===== config.mk =====
export PLATFORM = sky130hd
export DESIGN_NAME = usb3_ep_pingpong_ctrl
export DESIGN_NICKNAME = d
export VERILOG_FILES = /design/src/rtl/usb3_ep_pingpong_ctrl_pkg.sv /design/src/rtl/usb3_ep_buf_state.sv /design/src/rtl/usb3_ep_pingpong_ctrl.sv
export SDC_FILE = /design/constraint.sdc
export NUM_CORES = 1
export LEC_CHECK = 0
export CAP_MARGIN = 30
export CORE_ASPECT_RATIO = 0.8
export CORE_MARGIN = 4
export CORE_UTILIZATION = 44
export CTS_CLUSTER_DIAMETER = 80
export DETAILED_ROUTE_END_ITERATION = 10
export PLACE_DENSITY = 0.82
export SYNTH_ARGS = -nofsm -noshare
export SYNTH_HDL_FRONTEND = slang
export SYNTH_SLANG_ARGS = --single-unit

===== constraint.sdc =====
create_clock -name clk -period 2.8 [get_ports clk]
set_input_delay 0.56 -clock clk [delete_from_list [all_inputs] [get_ports clk]]
set_output_delay 0.56 -clock clk [all_outputs]
set_load 0.05 [all_outputs]

===== src/rtl/usb3_ep_pingpong_ctrl_pkg.sv =====
// Shared encodings for the ping-pong IN endpoint controller: per-half buffer
// states and read-side FSM states.
package usb3_ep_pingpong_ctrl_pkg;

  typedef enum logic [1:0] {
    BufEmpty = 2'd0,
    BufFull  = 2'd1,
    BufBusy  = 2'd2,
    BufHeld  = 2'd3
  } buf_state_e;

  typedef enum logic [1:0] {
    RIdle = 2'd0,
    RAddr = 2'd1,
    RData = 2'd2
  } rd_state_e;

endpackage


===== src/rtl/usb3_ep_buf_state.sv =====
// Lifecycle tracker for one RAM half: EMPTY -> FULL -> BUSY -> HELD -> EMPTY/FULL.
// The length register is only loaded on commit, so a NAK replays the same length.
module usb3_ep_buf_state
  import usb3_ep_pingpong_ctrl_pkg::*;
#(
  parameter int unsigned LEN_W = 10
) (
  input  logic             clk,
  input  logic             reset_n,
  input  logic             commit,
  input  logic [LEN_W-1:0] commit_len,
  input  logic             start,
  input  logic             done,
  input  logic             ack,
  input  logic             nak,
  output buf_state_e       state,
  output logic [LEN_W-1:0] len
);

  buf_state_e       state_q, state_d;
  logic [LEN_W-1:0] len_q, len_d;

  always_comb begin
    state_d = state_q;
    len_d   = len_q;
    case (state_q)
      BufEmpty: begin
        if (commit) begin
          state_d = BufFull;
          len_d   = commit_len;
        end
      end
      BufFull: if (start) state_d = BufBusy;
      BufBusy: if (done) state_d = BufHeld;
      BufHeld: begin
        if (ack) begin
          state_d = BufEmpty;
        end else if (nak) begin
          state_d = BufFull;
        end
      end
      default: state_d = BufEmpty;
    endcase
  end

  always_ff @(posedge clk or negedge reset_n) begin
    if (!reset_n) begin
      state_q <= BufEmpty;
      len_q   <= '0;
    end else begin
      state_q <= state_d;
      len_q   <= len_d;
    end
  end

  assign state = state_q;
  assign len   = len_q;

endmodule


===== src/rtl/usb3_ep_pingpong_ctrl.sv =====
// Ping-pong buffer controller for one USB3 IN endpoint: producer fills the free
// RAM half, the read FSM streams the head half and holds it until ACK/NAK.
module usb3_ep_pingpong_ctrl
  import usb3_ep_pingpong_ctrl_pkg::*;
#(
  parameter int unsigned ADDR_W = 10,
  parameter int unsigned LEN_W  = 10
) (
  input  logic              clk,
  input  logic              reset_n,
  input  logic              prod_valid,
  input  logic [31:0]       prod_data,
  input  logic              prod_last,
  input  logic              prod_zlp,
  output logic              prod_ready,
  output logic              prod_ovf,
  output logic              cons_avail,
  output logic [LEN_W-1:0]  cons_len,
  input  logic              cons_start,
  output logic              cons_valid,
  output logic [31:0]       cons_data,
  output logic              cons_last,
  output logic              cons_done,
  input  logic              cons_ack,
  input  logic              cons_nak,
  output logic              ram_we,
  output logic [ADDR_W-1:0] ram_wr_adr,
  output logic [31:0]       ram_wr_dat,
  output logic [ADDR_W-1:0] ram_rd_adr,
  input  logic [31:0]       ram_rd_dat
);

  localparam int unsigned IdxW = ADDR_W - 1;

  logic              wr_sel_q;
  logic [IdxW-1:0]   wr_idx_q;
  logic              rd_sel_q;
  rd_state_e         rd_state_q, rd_state_d;
  logic [ADDR_W-1:0] rd_adr_q, rd_adr_d;
  logic [LEN_W-1:0]  rd_cnt_q, rd_cnt_d;
  logic              done_q, done_d;

  buf_state_e        buf_state [2];
  logic [LEN_W-1:0]  buf_len   [2];

  logic              wr_fire, idx_full, commit_word, commit_zlp, commit;
  logic [LEN_W-1:0]  commit_len;
  buf_state_e        head_state;
  logic [LEN_W-1:0]  head_len;
  logic              start_eff, ack_eff, nak_eff;
  logic [ADDR_W-1:0] rd_adr_next;

  // Write side; outputs are forced low while reset is asserted.
  assign prod_ready  = reset_n & (buf_state[wr_sel_q] == BufEmpty);
  assign wr_fire     = prod_valid & prod_ready;
  assign idx_full    = &wr_idx_q;
  assign commit_word = wr_fire & (prod_last | idx_full);
  assign commit_zlp  = prod_zlp & prod_ready & ~prod_valid;
  assign commit      = commit_word | commit_zlp;
  assign commit_len  = commit_zlp ? '0 : LEN_W'(wr_idx_q) + LEN_W'(1);
  assign prod_ovf    = wr_fire & idx_full & ~prod_last;

  assign ram_we      = wr_fire;
  assign ram_wr_adr  = {wr_sel_q, wr_idx_q};
  assign ram_wr_dat  = reset_n ? prod_data : '0;

  always_ff @(posedge clk or negedge reset_n) begin
    if (!reset_n) begin
      wr_sel_q <= 1'b0;
      wr_idx_q <= '0;
    end else if (commit) begin
      wr_sel_q <= ~wr_sel_q;
      wr_idx_q <= '0;
    end else if (wr_fire) begin
      wr_idx_q <= wr_idx_q + IdxW'(1);
    end
  end

  // Consumer handshake, always against the head half.
  assign head_state = buf_state[rd_sel_q];
  assign head_len   = buf_len[rd_sel_q];
  assign cons_avail = (head_state == BufFull) & (rd_state_q == RIdle);
  assign cons_len   = cons_avail ? head_len : '0;
  assign start_eff  = cons_start & cons_avail;
  assign ack_eff    = cons_ack & (head_state == BufHeld);
  assign nak_eff    = cons_nak & ~cons_ack & (head_state == BufHeld);

  for (genvar h = 0; h < 2; h++) begin : g_buf
    usb3_ep_buf_state #(
      .LEN_W(LEN_W)
    ) u_buf_state (
      .clk       (clk),
      .reset_n   (reset_n),
      .commit    (commit & (wr_sel_q == 1'(h))),
      .commit_len(commit_len),
      .start     (start_eff & (rd_sel_q == 1'(h))),
      .done      (done_q & (rd_sel_q == 1'(h))),
      .ack       (ack_eff & (rd_sel_q == 1'(h))),
      .nak       (nak_eff & (rd_sel_q == 1'(h))),
      .state     (buf_state[h]),
      .len       (buf_len[h])
    );
  end

  // Address advances within the current half only.
  assign rd_adr_next = {rd_adr_q[ADDR_W-1], rd_adr_q[IdxW-1:0] + IdxW'(1)};

  always_comb begin
    rd_state_d = rd_state_q;
    rd_adr_d   = rd_adr_q;
    rd_cnt_d   = rd_cnt_q;
    done_d     = 1'b0;
    cons_valid = 1'b0;
    cons_last  = 1'b0;
    case (rd_state_q)
      RIdle: begin
        if (start_eff) begin
          rd_state_d = RAddr;
          rd_adr_d   = {rd_sel_q, IdxW'(0)};
          rd_cnt_d   = '0;
        end
      end
      RAddr: begin
        if (head_len == '0) begin
          done_d     = 1'b1;
          rd_state_d = RIdle;
        end else begin
          rd_state_d = RData;
          rd_adr_d   = rd_adr_next;
        end
      end
      RData: begin
        cons_valid = 1'b1;
        rd_adr_d   = rd_adr_next;
        rd_cnt_d   = rd_cnt_q + LEN_W'(1);
        if (rd_cnt_q == head_len - LEN_W'(1)) begin
          cons_last  = 1'b1;
          done_d     = 1'b1;
          rd_state_d = RIdle;
        end
      end
      default: rd_state_d = RIdle;
    endcase
  end

  always_ff @(posedge clk or negedge reset_n) begin
    if (!reset_n) begin
      rd_state_q <= RIdle;
      rd_adr_q   <= '0;
      rd_cnt_q   <= '0;
      done_q     <= 1'b0;
      rd_sel_q   <= 1'b0;
    end else begin
      rd_state_q <= rd_state_d;
      rd_adr_q   <= rd_adr_d;
      rd_cnt_q   <= rd_cnt_d;
      done_q     <= done_d;
      if (ack_eff) rd_sel_q <= ~rd_sel_q;
    end
  end

  assign cons_data  = reset_n ? ram_rd_dat : '0;
  assign cons_done  = done_q;
  assign ram_rd_adr = rd_adr_q;

endmodule

==> out/results.ini, run 1 <==
[cts]
clock_path_buffers=2
cts_root_buf=clkbuf_16
clk_pin_slew_ns=0.06
holdBufCountCts=0
clk-insertion-delay-late_ns=0.33
cts_tree=built
cts_made_buffers=9
clock_sinks=58
htree_levels=3

[sta]
fin_crit_sh=1.09
slew_viol_final=0
slew_headroom=0.580
fmax_mhz=327
finalClockSkew_ns=0.0105
worst_pin_slew_ns=0.630
hold_ws_ns=0.375
setup_viol=1
hold_violations=0
setup_slack_ns=-0.260
grt_setup_unrepaired=true
final.min_clock_period_ns=3.06
fin_setup_tns_ns=-0.260

[floorplanning]
io_pins=173
die-area_um2=10900
core_area_um2=9040
rows=31
die_y_um=94.2
die_x_um=116
initial_core_util=0.452

[synthesis]
ys_async_sr_fraction=1.00
synth_top_area_cell=dfrtp_1
ys_ff_latch=58
synth_top_area_frac=0.356
syn_nets=542
synth-edff-count=0
ys_seq_area_frac=0.356
synth_warnings=0
syn_avg_cell_area_um2=9.01
ys.flop_type=dfrtp_1
netlist_instances=453
synth_area_um2=4080
synth_area_leaders=dfrtp_1 (36%), and2_1 (10%), mux2_2 (6.3%), ha_1 (5.2%), nand2_1 (3.9%)
synthDistinctLibCells=59

[cells_and_area]
drive_gt1_frac=0.263
nNetsFinal=726
syn2layout_area_growth_pct=53.4
diodes=0
mostFrequentLayoutCells=clkdlybuf4s50_1 (92), buf_4 (92), and2_1 (67)

[pwr]
p_leak_nw=2.92
sw_frac_of_total=0.438
total_power_mw=5.17
p_sw_mw=2.27
pwr-share-comb=0.554
power_frac_seq=0.234
clock_power_share=0.212
pwr_density_cell_nw_per_um2=826
max-vdd-ir-drop_mv=0.576
internal_power_mw=2.91

[grt]
grt_first_pass_wirelength_um=19900
grt_use_total=0.233
grt_max_degree=82
grt-ovfl-total=0
grt_pass1_vias=3960
antenna_found_initial=0

[placed_design]
io_buffers=172
pre_cts_ws_ns=-0.00754
gp_congestion=0.867
hpwl_um=9860

[route]
dr.pass1.iters=4
drc=0
viasPerCell=5.24
dr.first_iter.drc_count=227
wl_per_cell_um=16.9
finalWirelength_um=12800
ant_nets=0
via_count=3967

[status]
outcome=finished with violations
violations=negative setup slack

[critical_path]
worst-path-buf-inv=2
slowest_stage=or4_4
start_kind=flop
ff2ff_setup_slack_ns=0.18
crit_required_ns=2.24
critPathMaxStageDelay_ns=0.54
end_kind=output port
arrival_ns=2.50
crit_fanout=13
cp_cell_sequence=buf_12 > or4_4 > nor4_4 > o21a_2 > mux2i_1 > a32o_2 > and3_4 > buf_12
cpLargestDelayFamily=simple AND/OR/NAND/NOR gates
path_common_cell=buf_12
path_class=reg -> out

[hold_path]
hold_class=in -> async

[flow_run]
cap_violations=0

-- worst register-to-register path, stage by stage, from the launching register on --
cell and delay, ns:
dfrtp_2 0.43, ha_1 0.21, and3_1 0.21, and3_1 0.21, and3_1 0.19, ha_1 0.21
nor2_1 0.18, a21oi_2 0.12, nor2b_2 0.19, o21ai_1 0.20, mux2_2 0.36
-- layer usage --
layer	vias up	track usage	share of wire
met2	129	0.420	0.53
li1	1926	-	-
met4	0	0.0425	0.0063
met3	8	0.0708	0.061
met1	1904	0.277	0.41
met5	-	0	0
-- flip-flops by register name (all words and copies together), names as in the netlist --
signal	flops
rd_sel_q	1
wr_sel_q	1
ram_rd_adr	10
g_buf.u_buf_state.len	20
cons_done	1
rd_cnt_q	10
wr_idx_q	9
g_buf.u_buf_state.state	4
rd_state_q	2
-- repair_timing --
action / 4_1_cts / 5_1_grt
gates cloned: 1 / 0
gates resized for setup: 5 / 12
setup buffers: 3 / 0
pin swaps: 2 / 4
endpoints found under the setup margin: 10 / 12
-- logic make-up after synthesis --
logic type / count (synthesis) / share of synthesized area
mux: 37 / 0.101
compound gates: 70 / 0.116
xor+xnor: 25 / 0.0536
simple gates: 210 / 0.280
flops: 58 / 0.356
fa+ha+maj: 17 / 0.0521
buf+inv: 36 / 0.0420
-- path summary, 6_finish.rpt --
path,cells after the start,endpoint,from
max,8,cons_last,rd_sel_q
min,2,wr_idx_q[1],reset_n
max reg2reg,10,g_buf[0].u_buf_state.state[1],wr_idx_q[1]
min reg2reg,1,ram_rd_adr[0],ram_rd_adr[0]
max in group asynchronous,3,wr_idx_q[0],reset_n
min in group clk,1,ram_rd_adr[0],ram_rd_adr[0]
-- Yosys cell counts, types with 3 or more instances --
library cell   n
nand2_1       42
mux2_2        23
xnor2_1       12
and3_1        11
nor3b_1        3
ha_1          17
xor2_1        13
a21oi_1       12
inv_1         18
nor2b_1        3
clkbuf_1       9
buf_4          4
or3_1          3
and2_1        68
nor3_1         9
nor2_1        40
mux2i_1       12
o21ai_0       29
nor3b_2        3
nand3_1       16
o31ai_1        3
dfrtp_1       58
-- power groups by stage --
stage               clock [mW]  sequential [mW]  combinational (mW)
floorplan                    0             1.25                1.85
global placement             0             1.19                2.57
detailed placement           0             1.20                2.66
CTS                       1.11             1.19                2.80
global route              1.15             1.24                3.08
finish                    1.10             1.21                2.87
-- metrics by stage --
step | util | instances | instance area, µm²
3_5_place_dp | 0.646 | 737 | 5840
5_1_grt | 0.693 | 757 | 6260
6_report | 0.693 | 757 | 6260
2_1_floorplan | - | 453 | 4110
3_3_place_gp | 0.646 | 737 | 5840
4_1_cts | 0.687 | 757 | 6210
-- area by class of cell --
class | count | area (µm²)
multi-input combinational | 359 | 2540
clock inverter | 6 | 67.6
clock buffer | 10 | 229
fill | 679 | 2780
inverter | 18 | 67.6
tap | 115 | 144
timing repair buffer | 191 | 1760
sequential | 58 | 1460
(Power assumes the default switching activity.)
==> run 2, diff against run 1 <==
--- a/config.mk
+++ b/config.mk
@@ -5,6 +5,7 @@
 export SDC_FILE = /design/constraint.sdc
 export NUM_CORES = 1
 export LEC_CHECK = 0
+export ABC_CLOCK_PERIOD_IN_PS = 2800
 export CAP_MARGIN = 30
 export CORE_ASPECT_RATIO = 0.8
 export CORE_MARGIN = 4
==> results of run 2 <==
Same layout as run 1: the final DEF is identical, and so are final timing and power.
